$ cat config.mk
export PLATFORM = sky130hd
export DESIGN_NAME = reg_store_serializer
export DESIGN_NICKNAME = d
export VERILOG_FILES = /design/src/rtl/reg_store_serializer_pkg.sv /design/src/rtl/reg_store_serializer.sv
export SDC_FILE = /design/constraint.sdc
export NUM_CORES = 1
export LEC_CHECK = 0
export ABC_AREA = 1
export ABC_CLOCK_PERIOD_IN_PS = 2300
export CORE_MARGIN = 3
export CORE_UTILIZATION = 35
export CTS_CLUSTER_DIAMETER = 30
export CTS_CLUSTER_SIZE = 14
export DETAILED_ROUTE_END_ITERATION = 7
export PLACE_DENSITY = 0.65
export SKIP_CTS_REPAIR_TIMING = 1
export SYNTH_ARGS = -nofsm -noshare
export SYNTH_HDL_FRONTEND = slang
export SYNTH_SLANG_ARGS = --single-unit
$ cat constraint.sdc
create_clock -name Clock -period 2.3 [get_ports Clock]
set_clock_uncertainty 0.15 [all_clocks]
set_input_delay 0.46 -clock Clock [delete_from_list [all_inputs] [get_ports Clock]]
set_output_delay 0.46 -clock Clock [all_outputs]
set_load 0.005 [all_outputs]
$ cat src/rtl/reg_store_serializer_pkg.sv
// Shared definitions for the register store serializer: the state encoding,
// the byte width and a byte-lane selector.
package reg_store_serializer_pkg;

    typedef enum logic [1:0] {
        IDLE  = 2'b00,
        WR_LO = 2'b01,
        WR_HI = 2'b10,
        FIN   = 2'b11
    } state_t;

    localparam int BYTE_W = 8;

    // Little-endian lane select: hi=0 gives the low byte, hi=1 the high byte.
    function automatic logic [BYTE_W-1:0] byte_of(input logic [2*BYTE_W-1:0] value,
                                                  input logic                hi);
        logic [BYTE_W-1:0] lane;
        if (hi) begin
            lane = value[2*BYTE_W-1:BYTE_W];
        end else begin
            lane = value[BYTE_W-1:0];
        end
        return lane;
    endfunction

endpackage

$ cat src/rtl/reg_store_serializer.sv
// Stores a 16-bit register value to a byte-wide memory as one or two
// little-endian byte writes with a held request / acknowledge handshake.
module reg_store_serializer
    import reg_store_serializer_pkg::*;
#(
    parameter int ADDR_W = 16
) (
    input  logic                Clock,
    input  logic                Reset,
    input  logic                Start,
    input  logic                Word,
    input  logic [15:0]         Data,
    input  logic [ADDR_W-1:0]   Address,
    output logic                MemReq,
    output logic [ADDR_W-1:0]   MemAddr,
    output logic [BYTE_W-1:0]   MemData,
    input  logic                MemAck,
    output logic                Busy,
    output logic                Done
);

    state_t              state_r;
    state_t              state_nxt_s;

    logic [15:0]         data_r;
    logic [ADDR_W-1:0]   addr_r;
    logic                word_r;
    logic [15:0]         data_nxt_s;
    logic [ADDR_W-1:0]   addr_nxt_s;
    logic                word_nxt_s;

    logic                mem_req_r;
    logic [ADDR_W-1:0]   mem_addr_r;
    logic [BYTE_W-1:0]   mem_data_r;
    logic                busy_r;
    logic                done_r;
    logic                mem_req_nxt_s;
    logic [ADDR_W-1:0]   mem_addr_nxt_s;
    logic [BYTE_W-1:0]   mem_data_nxt_s;
    logic                busy_nxt_s;
    logic                done_nxt_s;

    // State register.
    always_ff @(posedge Clock) begin
        if (Reset) begin
            state_r <= IDLE;
        end else begin
            state_r <= state_nxt_s;
        end
    end

    // Next-state logic; acknowledges outside the write states have no effect.
    always_comb begin
        state_nxt_s = state_r;
        case (state_r)
            IDLE: begin
                if (Start) begin
                    state_nxt_s = WR_LO;
                end else begin
                    state_nxt_s = IDLE;
                end
            end
            WR_LO: begin
                if (MemAck) begin
                    state_nxt_s = word_r ? WR_HI : FIN;
                end else begin
                    state_nxt_s = WR_LO;
                end
            end
            WR_HI: begin
                if (MemAck) begin
                    state_nxt_s = FIN;
                end else begin
                    state_nxt_s = WR_HI;
                end
            end
            FIN:     state_nxt_s = IDLE;
            default: state_nxt_s = IDLE;
        endcase
    end

    // Request capture: only an idle Start loads new values.
    always_comb begin
        data_nxt_s = data_r;
        addr_nxt_s = addr_r;
        word_nxt_s = word_r;
        if (state_r == IDLE && Start) begin
            data_nxt_s = Data;
            addr_nxt_s = Address;
            word_nxt_s = Word;
        end else begin
            data_nxt_s = data_r;
            addr_nxt_s = addr_r;
            word_nxt_s = word_r;
        end
    end

    // Captured request registers.
    always_ff @(posedge Clock) begin
        if (Reset) begin
            data_r <= 16'h0000;
            addr_r <= '0;
            word_r <= 1'b0;
        end else begin
            data_r <= data_nxt_s;
            addr_r <= addr_nxt_s;
            word_r <= word_nxt_s;
        end
    end

    // Output decode from the upcoming state so every output leaves a flop.
    always_comb begin
        mem_req_nxt_s  = 1'b0;
        mem_addr_nxt_s = mem_addr_r;
        mem_data_nxt_s = mem_data_r;
        busy_nxt_s     = 1'b0;
        done_nxt_s     = 1'b0;
        case (state_nxt_s)
            WR_LO: begin
                mem_req_nxt_s  = 1'b1;
                mem_addr_nxt_s = addr_nxt_s;
                mem_data_nxt_s = byte_of(data_nxt_s, 1'b0);
                busy_nxt_s     = 1'b1;
            end
            WR_HI: begin
                mem_req_nxt_s  = 1'b1;
                mem_addr_nxt_s = addr_r + ADDR_W'(1);
                mem_data_nxt_s = byte_of(data_r, 1'b1);
                busy_nxt_s     = 1'b1;
            end
            FIN: begin
                done_nxt_s = 1'b1;
            end
            IDLE: begin
                mem_req_nxt_s = 1'b0;
            end
            default: begin
                mem_req_nxt_s = 1'b0;
            end
        endcase
    end

    // Registered outputs.
    always_ff @(posedge Clock) begin
        if (Reset) begin
            mem_req_r  <= 1'b0;
            mem_addr_r <= '0;
            mem_data_r <= 8'h00;
            busy_r     <= 1'b0;
            done_r     <= 1'b0;
        end else begin
            mem_req_r  <= mem_req_nxt_s;
            mem_addr_r <= mem_addr_nxt_s;
            mem_data_r <= mem_data_nxt_s;
            busy_r     <= busy_nxt_s;
            done_r     <= done_nxt_s;
        end
    end

    assign MemReq  = mem_req_r;
    assign MemAddr = mem_addr_r;
    assign MemData = mem_data_r;
    assign Busy    = busy_r;
    assign Done    = done_r;

endmodule

==> implementation parameters, run 1 <==
Parameter                              Value

Global routing
  Number of global-route vias before repair    2823
  Wire length of the first global-routing pass    12.9 mm
  Maximum number of pins on one net before global-route repair    33
  Number of antenna violations at the first check in global routing    0
  GRT overflow    0
  Overall Global Routing Usage    0.167

Layout
  Number of filler instances in the final layout    804
  Most frequent standard cell in the layout excluding fill and tap cells    nand2_1
  Highest-count cells in the layout ignoring fill and taps    nand2_1 (135), nor2_1 (65), clkdlybuf4s50_1 (63)
  Synth-to-layout area growth    36.7%
  Final core utilization    0.503
  Cell Count, Final, Fillers Out    610
  Area of all sequential standard cells    1220 µm²
  Design area    3990 µm²
  Area taken by multi-input logic gates    1440 µm²
  Final #Nets    543
  Share of layout cells above drive strength 1    0.108
  Ant. Diodes    0

Routing
  Total number of vias    2835
  Starting DRT DRC Count    156
  First-pass iteration count of the detailed router    4
  Average wire length per cell after detail routing    12.2 µm
  Wire length reported by the detailed router    7.42 mm
  Vias per cell    4.65
  DRT antenna net count    0
  Post-detailed-route DRC marker count    0

Critical path
  Setup slack, reg-to-reg    0.44 ns
  Launching point of the worst reg2reg path    state_r[0]
  Type of origin of the critical path    primary input
  Critical Path AT    2.16 ns
  Count of cells along the worst register-to-register path    11
  Crit Path Class    primary input to register
  Largest fanout on the critical path    19
  Worst Path Required    2.45 ns
  Worst setup EP type    register
  Crit Reg-Reg Endpoint    MemData[5]

Clocking
  Largest buffer count on any clock path    2
  CTS HTree Levels    3
  TritonCTS clock tree    built
  Worst-path clk slew    0.07 ns
  Total clock buffers created by CTS    9
  Clock root cell    clkbuf_8
  Number of sinks handled by clock tree synthesis    61
  Worst-skew pair later-pin latency    0.35 ns

STA
  Tightest Pin Transition    0.353 ns
  Relative max-transition margin    0.764
  Fraction of the cycle the final worst path needs    0.875
  Pins Over Slew Limit    0
  Max Clock Freq    497 MHz
  Final setup viols    0
  Minimum setup slack in the final design    0.287 ns
  Hold Violations, Final    0
  RSZ-0062 raised after global routing    no
  Final Critical Period    2.01 ns

Hold path
  Cell count of the worst hold path    2
  Hold Path End    MemData[6]
  Launch point of the worst hold path    MemData[6]
  HP Class    register to register

Pwr
  Static leakage    1.85 nW
  Worst VDD drop    0.481 mV
  Power per cell area    857 nW/µm²
  Portion of total power attributed to combinational logic    0.257
  Internal power    2.46 mW
  Share of power burned in the clock network    0.356
  Sw Ratio    0.281
  Net switching power    0.961 mW
  Tot Pwr    3.42 mW
  Sequential share of power    0.387

Placement
  Total placed instance area    3730 µm²
  Placer's final routability congestion estimate    0.912
  Port bufs    63
  Instance count after placement with tap cells included    594
  Setup slack after placement    -0.0686 ns
  Half-perimeter wire length after placement    5.46 mm

Floorplanning
  Standard cell core area    7930 µm²
  X dimension of the die    97.3 µm
  Die area    9470 µm²
  Standard-cell row count    32
  Number of placed I/O pins    64
  Initial Utilization    0.368
  DIE HEIGHT    97.3 µm

Synthesis
  Avg Inst Size Synth    6.77 µm²
  Number of unique standard cell types used by synthesis    28
  Yosys reg bits    61
  Warnings from Yosys    0
  Cell area after synthesis    2920 µm²
  Part of the Yosys area used for sequential elements    0.419
  Syn Inst Count    431
  Mapped Nets    471

Job
  Max-cap violations    0

Status
  Result of the run    completed
==> area by class of cell <==
class | instances | area share
repair buffers | 80 | 0.199
multi-input cells | 311 | 0.360
well taps | 102 | 0.0320
flip-flops and latches | 61 | 0.306
clock inverters | 5 | 0.0267
clock buffers | 11 | 0.0379
inverters | 40 | 0.0376
==> layer usage <==
metal | part of all wire | GRT usage | vias up | wire length [µm]
li1 | - | - | 1496 | -
met1 | 0.47 | 0.202 | 1269 | 3490
met2 | 0.46 | 0.279 | 61 | 3420
met3 | 0.056 | 0.0596 | 9 | 412
met4 | 0.013 | 0.0522 | 0 | 98
met5 | 0 | 0 | - | 0
==> worst max-delay path by stage <==
stage,from,to,slack [ns],depth (start not counted)
after floorplan,state_r[0],MemAddr[11],0.09,13
final,MemAck,MemData[5],0.29,12
after CTS,MemAck,MemData[5],0.29,12
after global placement,MemAck,MemAddr[1],-0.04,12
after detailed placement,MemAck,MemData[3],-0.07,12
after global routing,MemAck,MemAddr[6],0.09,12
==> Yosys cell counts <==
cell	number	area share
dfxtp_1	61	0.42
buf_2	3	0.0051
nand4_1	4	0.0086
nand2_2	1	0.0021
nor2_1	65	0.084
buf_4	3	0.0077
o21ai_1	2	0.0034
a31oi_1	1	0.0021
inv_2	1	0.0013
ha_1	3	0.013
or2_1	4	0.0086
o211ai_1	2	0.0051
o21bai_1	1	0.0026
nand2_1	135	0.17
buf_1	1	0.0013
inv_1	39	0.050
nor3_1	1	0.0017
or2_2	5	0.011
buf_6	3	0.012
or2_0	3	0.0064
o21ai_2	12	0.036
o21ai_0	25	0.043
nand3b_1	4	0.010
nand3_1	26	0.045
o21a_1	8	0.021
a21oi_1	6	0.010
clkbuf_1	9	0.012
nor2_2	3	0.0064
==> power by group through the flow <==
stage               logic [mW]  clock network (mW)  registers [mW]
floorplan                0.470                   0            1.33
CTS                      0.891                1.25            1.32
global placement         0.872                   0            1.34
finish                   0.877                1.22            1.32
detailed placement       0.883                   0            1.34
global route             0.997                1.29            1.34
==> registers in the layout, summed over array words and instances, names as in the netlist <==
register / count
Busy: 1
Done: 1
MemAddr: 16
MemData: 8
addr_r: 16
data_r: 16
state_r: 2
word_r: 1
==> through the flow <==
step                TNS, ns  hold WS (ns)
finish                    0         0.302
global route              0         0.316
CTS                       0         0.306
detailed placement   -0.986         0.295
global placement     -0.701         0.288
floorplan                 0         0.279
==> worst max-delay path, cell delays in order <==
cell,delay (ns)
clkdlybuf4s50_1,0.49
inv_1,0.05
nor2_1,0.09
a21oi_1,0.05
nand2_1,0.08
inv_1,0.04
ha_1,0.33
nor2_2,0.16
buf_12,0.17
o21a_1,0.13
nand2_1,0.06
nand2_1,0.05
==> kinds of logic after synthesis <==
| family | synth area share |
|---|---|
| buf+inv | 0.0888 |
| simple gates | 0.357 |
| fa+ha+maj | 0.0129 |
| compound gates | 0.123 |
| flops | 0.419 |
No activity file was read; power rests on OpenSTA's default activity.
==> inputs of run 2 (changes only) <==
--- a/config.mk
+++ b/config.mk
@@ -8,11 +8,11 @@
 export ABC_AREA = 1
 export ABC_CLOCK_PERIOD_IN_PS = 2300
 export CORE_MARGIN = 3
-export CORE_UTILIZATION = 35
+export CORE_UTILIZATION = 46
 export CTS_CLUSTER_DIAMETER = 30
 export CTS_CLUSTER_SIZE = 14
 export DETAILED_ROUTE_END_ITERATION = 7
-export PLACE_DENSITY = 0.65
+export PLACE_DENSITY = 0.81
 export SKIP_CTS_REPAIR_TIMING = 1
 export SYNTH_ARGS = -nofsm -noshare
 export SYNTH_HDL_FRONTEND = slang
==> run 2 against run 1 <==
Clock power fell by 22%. Total power down 7.9%. Setup slack worse by 0.064 ns. Critical path depth decreased by 1. Global-route usage increased by 3.7 points. Sequential share of layout area is 0.81 points higher. Non-clock buffer count down 3. Critical endpoint is now MemAddr[5]. Highest routed layer unchanged.
==> implementation parameters, run 2 (synthesized netlist as in run 1, its figures left out) <==
Parameter                              Value

Status
  Result of the run    completed

Layout
  Most frequent standard cell in the layout excluding fill and tap cells    nand2_1
  Highest-count cells in the layout ignoring fill and taps    nand2_1 (135), nor2_1 (65), clkdlybuf4s50_1 (63)
  Final #Nets    540
  Ant. Diodes    0
  Number of filler instances in the final layout    544
  Design area    3890 µm²
  Share of layout cells above drive strength 1    0.101
  Synth-to-layout area growth    33.2%
  Final core utilization    0.645

Routing
  DRT antenna net count    0
  Starting DRT DRC Count    119
  Post-detailed-route DRC marker count    0
  Wire length reported by the detailed router    7.03 mm
  Average wire length per cell after detail routing    12.1 µm
  First-pass iteration count of the detailed router    4
  Vias per cell    4.96
  Total number of vias    2869

Floorplanning
  DIE HEIGHT    85.6 µm
  Die area    7340 µm²
  Standard cell core area    6030 µm²
  X dimension of the die    85.6 µm
  Standard-cell row count    28
  Number of placed I/O pins    64
  Initial Utilization    0.484

Critical path
  Cell Chain, Critical Path    clkdlybuf4s50_1 -> inv_1 -> nor2_1 -> a21oi_1 -> nand2_1 -> inv_1 -> ha_1 -> inv_1 -> buf_4 -> o21ai_0 -> nor2_1
  Worst Path Required    2.38 ns
  Crit Path Class    primary input to register
  Slowest stage delay, CP    0.50 ns
  Critical path buffer and inverter count    5
  Cell occurring most often along the worst timing path    inv_1
  Worst setup EP type    register
  Type of origin of the critical path    primary input
  Largest fanout on the critical path    8
  Max stage delay cell, worst path    clkdlybuf4s50_1
  Critical Path AT    2.16 ns
  Setup slack, reg-to-reg    0.40 ns
  Family of cells with the greatest summed delay on the critical path    buffers and inverters

Placement
  Total placed instance area    3690 µm²
  Half-perimeter wire length after placement    5.20 mm
  Placer's final routability congestion estimate    0.962
  Port bufs    63

Pwr
  Tot Pwr    3.15 mW
  Power per cell area    809 nW/µm²
  Static leakage    1.80 nW
  Worst VDD drop    0.593 mV

STA
  Hold Violations, Final    0
  Max Clock Freq    482 MHz
  Final setup viols    0
  Relative max-transition margin    0.759
  Hold Slack    0.301 ns
  Pins Over Slew Limit    0
  Fraction of the cycle the final worst path needs    0.903
  Tightest Pin Transition    0.360 ns
  RSZ-0062 raised after global routing    no
  Final Critical Period    2.08 ns

Global routing
  Number of antenna violations at the first check in global routing    0
  Overall Global Routing Usage    0.204
  Wire length of the first global-routing pass    12.0 mm
  Number of global-route vias before repair    2715
  GRT overflow    0
  Maximum number of pins on one net before global-route repair    33

Clocking
  Number of sinks handled by clock tree synthesis    61
  Worst-path clk slew    0.07 ns
  CTS HTree Levels    3
  Total clock buffers created by CTS    9
  TritonCTS clock tree    built
  Largest buffer count on any clock path    2
  Clock root cell    clkbuf_8
  Worst-skew pair later-pin latency    0.35 ns

Job
  Max-cap violations    0

Hold path
  HP Class    register to register
run 2: path summary, 6_finish.rpt:
path	start	end	cells past startpoint
hold / removal	MemAddr[13]	MemAddr[13]	2
setup reg to reg	state_r[0]	MemAddr[5]	11
setup / recovery	MemAck	MemAddr[5]	11
hold reg to reg	MemAddr[13]	MemAddr[13]	2
run 2: power by group:
group / switching, mW / total [mW] / internal [mW]
registers: 0.0981 / 1.32 / 1.22
clock network: 0.429 / 0.953 / 0.524
logic: 0.422 / 0.876 / 0.454
run 2: worst register-to-register path, cell delays in order (launching register included):
cell,delay [ns]
dfxtp_1,0.32
inv_1,0.08
nand2_1,0.09
nor2_1,0.11
a21oi_1,0.05
nand2_1,0.08
inv_1,0.05
ha_1,0.33
inv_1,0.11
buf_4,0.17
o21ai_0,0.18
nor2_1,0.08
run 2: through the flow:
step | TNS [ns] | setup slack (ns) | instances
5_1_grt | 0 | 0.0984 | 579
3_5_place_dp | -2.12 | -0.119 | 564
3_3_place_gp | -0.412 | -0.0331 | 564
4_1_cts | 0 | 0.231 | 579
2_1_floorplan | 0 | 0.0938 | 431
6_report | 0 | 0.223 | 579
run 2: routing by layer:
| layer | vias to the layer above | global-route usage | share of wire |
|---|---|---|---|
| met1 | 1291 | 0.239 | 0.43 |
| li1 | 1494 | - | - |
| met3 | 15 | 0.0538 | 0.065 |
| met2 | 69 | 0.356 | 0.49 |
| met4 | 0 | 0.0791 | 0.016 |
| met5 | - | 0 | 0 |
run 2: area by class of cell:
type | count | area [µm²] | area share
clock inverter | 5 | 61.3 | 0.0158
inverter | 40 | 150 | 0.0386
multi-input combinational | 311 | 1440 | 0.370
sequential | 61 | 1220 | 0.314
clock buffer | 10 | 138 | 0.0354
timing repair buffer | 77 | 786 | 0.202
tap | 75 | 93.8 | 0.0241
==> inputs of run 3 (changes only) <==
--- a/config.mk
+++ b/config.mk
@@ -12,6 +12,7 @@
 export CTS_CLUSTER_DIAMETER = 30
 export CTS_CLUSTER_SIZE = 14
 export DETAILED_ROUTE_END_ITERATION = 7
+export MAX_ROUTING_LAYER = met4
 export PLACE_DENSITY = 0.81
 export SKIP_CTS_REPAIR_TIMING = 1
 export SYNTH_ARGS = -nofsm -noshare
==> run 3 against run 2 <==
Die area unchanged. Register-to-register slack about the same. Via count grew 1.6%. Sequential cell count unchanged. Worst hold slack lost 0.00078 ns. Wire length increased by 2.1%. Critical path depth is 1 higher. Sequential share of layout area shrank 0.33 points. Clock-buffer cell count is 2 higher. Combinational power increased by 0.9%. Sequential power is essentially flat. Largest power group unchanged. Maximum frequency down 0.51%.
==> implementation parameters, run 3 (synthesized netlist as in run 1, its figures left out) <==
Parameter                              Value

Status
  Result of the run    completed

Floorplanning
  Number of placed I/O pins    64
  DIE HEIGHT    85.6 µm
  Standard cell core area    6030 µm²
  Standard-cell row count    28
  Die area    7340 µm²
  Initial Utilization    0.484
  X dimension of the die    85.6 µm

Routing
  DRT antenna net count    0
  Starting DRT DRC Count    117
  Post-detailed-route DRC marker count    0
  Average wire length per cell after detail routing    12.4 µm
  Vias per cell    5.03
  First-pass iteration count of the detailed router    4
  Total number of vias    2916
  Wire length reported by the detailed router    7.18 mm

Placement
  Port bufs    63
  Placer's final routability congestion estimate    0.941
  Half-perimeter wire length after placement    5.20 mm
  Total placed instance area    3690 µm²
  Setup slack after placement    -0.116 ns

Global routing
  GR met3 Demand/Resource    0.0730
  Overall Global Routing Usage    0.218
  Met1 track demand over resource in global routing    0.240
  Wire length of the first global-routing pass    12.4 mm
  GRT overflow    0
  Met2 routing resource usage after global routing    0.372
  Number of antenna violations at the first check in global routing    0
  Maximum number of pins on one net before global-route repair    33
  Peak-usage layer in the global routing report    met2
  Number of global-route vias before repair    2877

Layout
  Most frequent standard cell in the layout excluding fill and tap cells    nand2_1
  Ant. Diodes    0
  Final #Nets    540
  Design area    3930 µm²
  Synth-to-layout area growth    34.6%
  Final core utilization    0.652
  Highest-count cells in the layout ignoring fill and taps    nand2_1 (135), nor2_1 (65), clkdlybuf4s50_1 (63)
  Share of layout cells above drive strength 1    0.0990

STA
  Relative max-transition margin    0.752
  Final setup viols    0
  Fraction of the cycle the final worst path needs    0.908
  Pins Over Slew Limit    0
  Minimum setup slack in the final design    0.213 ns
  Max Clock Freq    479 MHz
  Tightest Pin Transition    0.372 ns
  RSZ-0062 raised after global routing    no
  Hold Violations, Final    0
  Final Critical Period    2.09 ns

Critical path
  Crit Path Class    primary input to register
  Slowest stage delay, CP    0.50 ns
  Largest fanout on the critical path    8
  Max stage delay cell, worst path    clkdlybuf4s50_1
  Cell Chain, Critical Path    clkdlybuf4s50_1 -> inv_1 -> nor2_1 -> a21oi_1 -> nand2_1 -> inv_1 -> ha_1 -> inv_1 -> buf_4 -> nand2_1 -> nor2_1 -> nor2_1
  Count of cells along the worst register-to-register path    11
  Critical Path AT    2.17 ns
  Setup slack, reg-to-reg    0.39 ns
  Worst Path Required    2.38 ns
  Type of origin of the critical path    primary input
  Launching point of the worst reg2reg path    state_r[1]
  Crit Reg-Reg Endpoint    MemAddr[6]
  Worst setup EP type    register
  Family of cells with the greatest summed delay on the critical path    buffers and inverters
  Critical path buffer and inverter count    5

Clocking
  CTS HTree Levels    3
  Worst-skew pair later-pin latency    0.34 ns
  Largest buffer count on any clock path    2
  Total clock buffers created by CTS    9
  TritonCTS clock tree    built
  Number of sinks handled by clock tree synthesis    61
  Worst-path clk slew    0.07 ns
  Clock root cell    clkbuf_8

Hold path
  HP Class    register to register
  Launch point of the worst hold path    MemAddr[2]
  Cell count of the worst hold path    2
  Hold Path End    MemAddr[2]

Pwr
  Share of power burned in the clock network    0.344
  Sequential share of power    0.393
  Sw Ratio    0.279
  Internal power    2.42 mW
  Portion of total power attributed to combinational logic    0.263
  Tot Pwr    3.36 mW
  Worst VDD drop    0.513 mV
  Net switching power    0.935 mW
  Power per cell area    854 nW/µm²
  Static leakage    1.83 nW

Job
  Max-cap violations    0
## run 3: cell types whose count changed in the layout (fill, tap and decap cells not counted)
cell        delta
clkinvlp_4     -3
bufinv_16      +2
clkbuf_1       +2
clkinv_2       +1
clkinv_4       -1
## run 3: per-layer routing
metal  vias to the layer above  wire length [µm]
li1                       1491                 -
met2                        87              3550
met1                      1323              3060
met5                         -                 0
met3                        15               435
met4                         0               125
## run 3: power groups by stage
stage / sequential, mW / combinational [mW] / clock (mW)
after floorplan: 1.33 / 0.470 / 0
after global placement: 1.34 / 0.854 / 0
after detailed placement: 1.34 / 0.883 / 0
after CTS: 1.32 / 0.891 / 1.18
after global routing: 1.34 / 0.992 / 1.22
final: 1.32 / 0.884 / 1.16
## run 3: worst max-delay path by stage
stage	slack [ns]	startpoint	to	cells after the start
3_3_place_gp	-0.03	MemAck	MemData[0]	12
4_1_cts	0.23	MemAck	MemAddr[6]	12
6_report	0.21	MemAck	MemAddr[6]	12
5_1_grt	0.03	MemAck	MemAddr[8]	11
2_1_floorplan	0.09	state_r[0]	MemAddr[11]	13
3_5_place_dp	-0.12	MemAck	MemAddr[1]	12
## run 3: area by class of cell
cell class                 count  area, µm²
fill                         550       2100
multi-input combinational    311       1440
sequential                    61       1220
timing repair buffer          77        786
inverter                      40        150
clock buffer                  12        145
clock inverter                 4       95.1
tap                           75       93.8
## run 3: per-stage QoR
stage          instances  setup TNS [ns]  hold slack [ns]
3_5_place_dp         564           -1.88            0.292
6_report             580               0            0.300
4_1_cts              580               0            0.304
3_3_place_gp         564          -0.385            0.292
5_1_grt              580               0            0.325
2_1_floorplan        431               0            0.279
## run 3: worst reg2reg max path, stage by stage, from the launching register on
cell and delay, ns:
dfxtp_1 0.38, nand2_1 0.11, nor2_1 0.10, a21oi_1 0.05, nand2_1 0.09, inv_1 0.06
ha_1 0.34, inv_1 0.15, buf_4 0.17, nand2_1 0.07, nor2_1 0.10, nor2_1 0.05
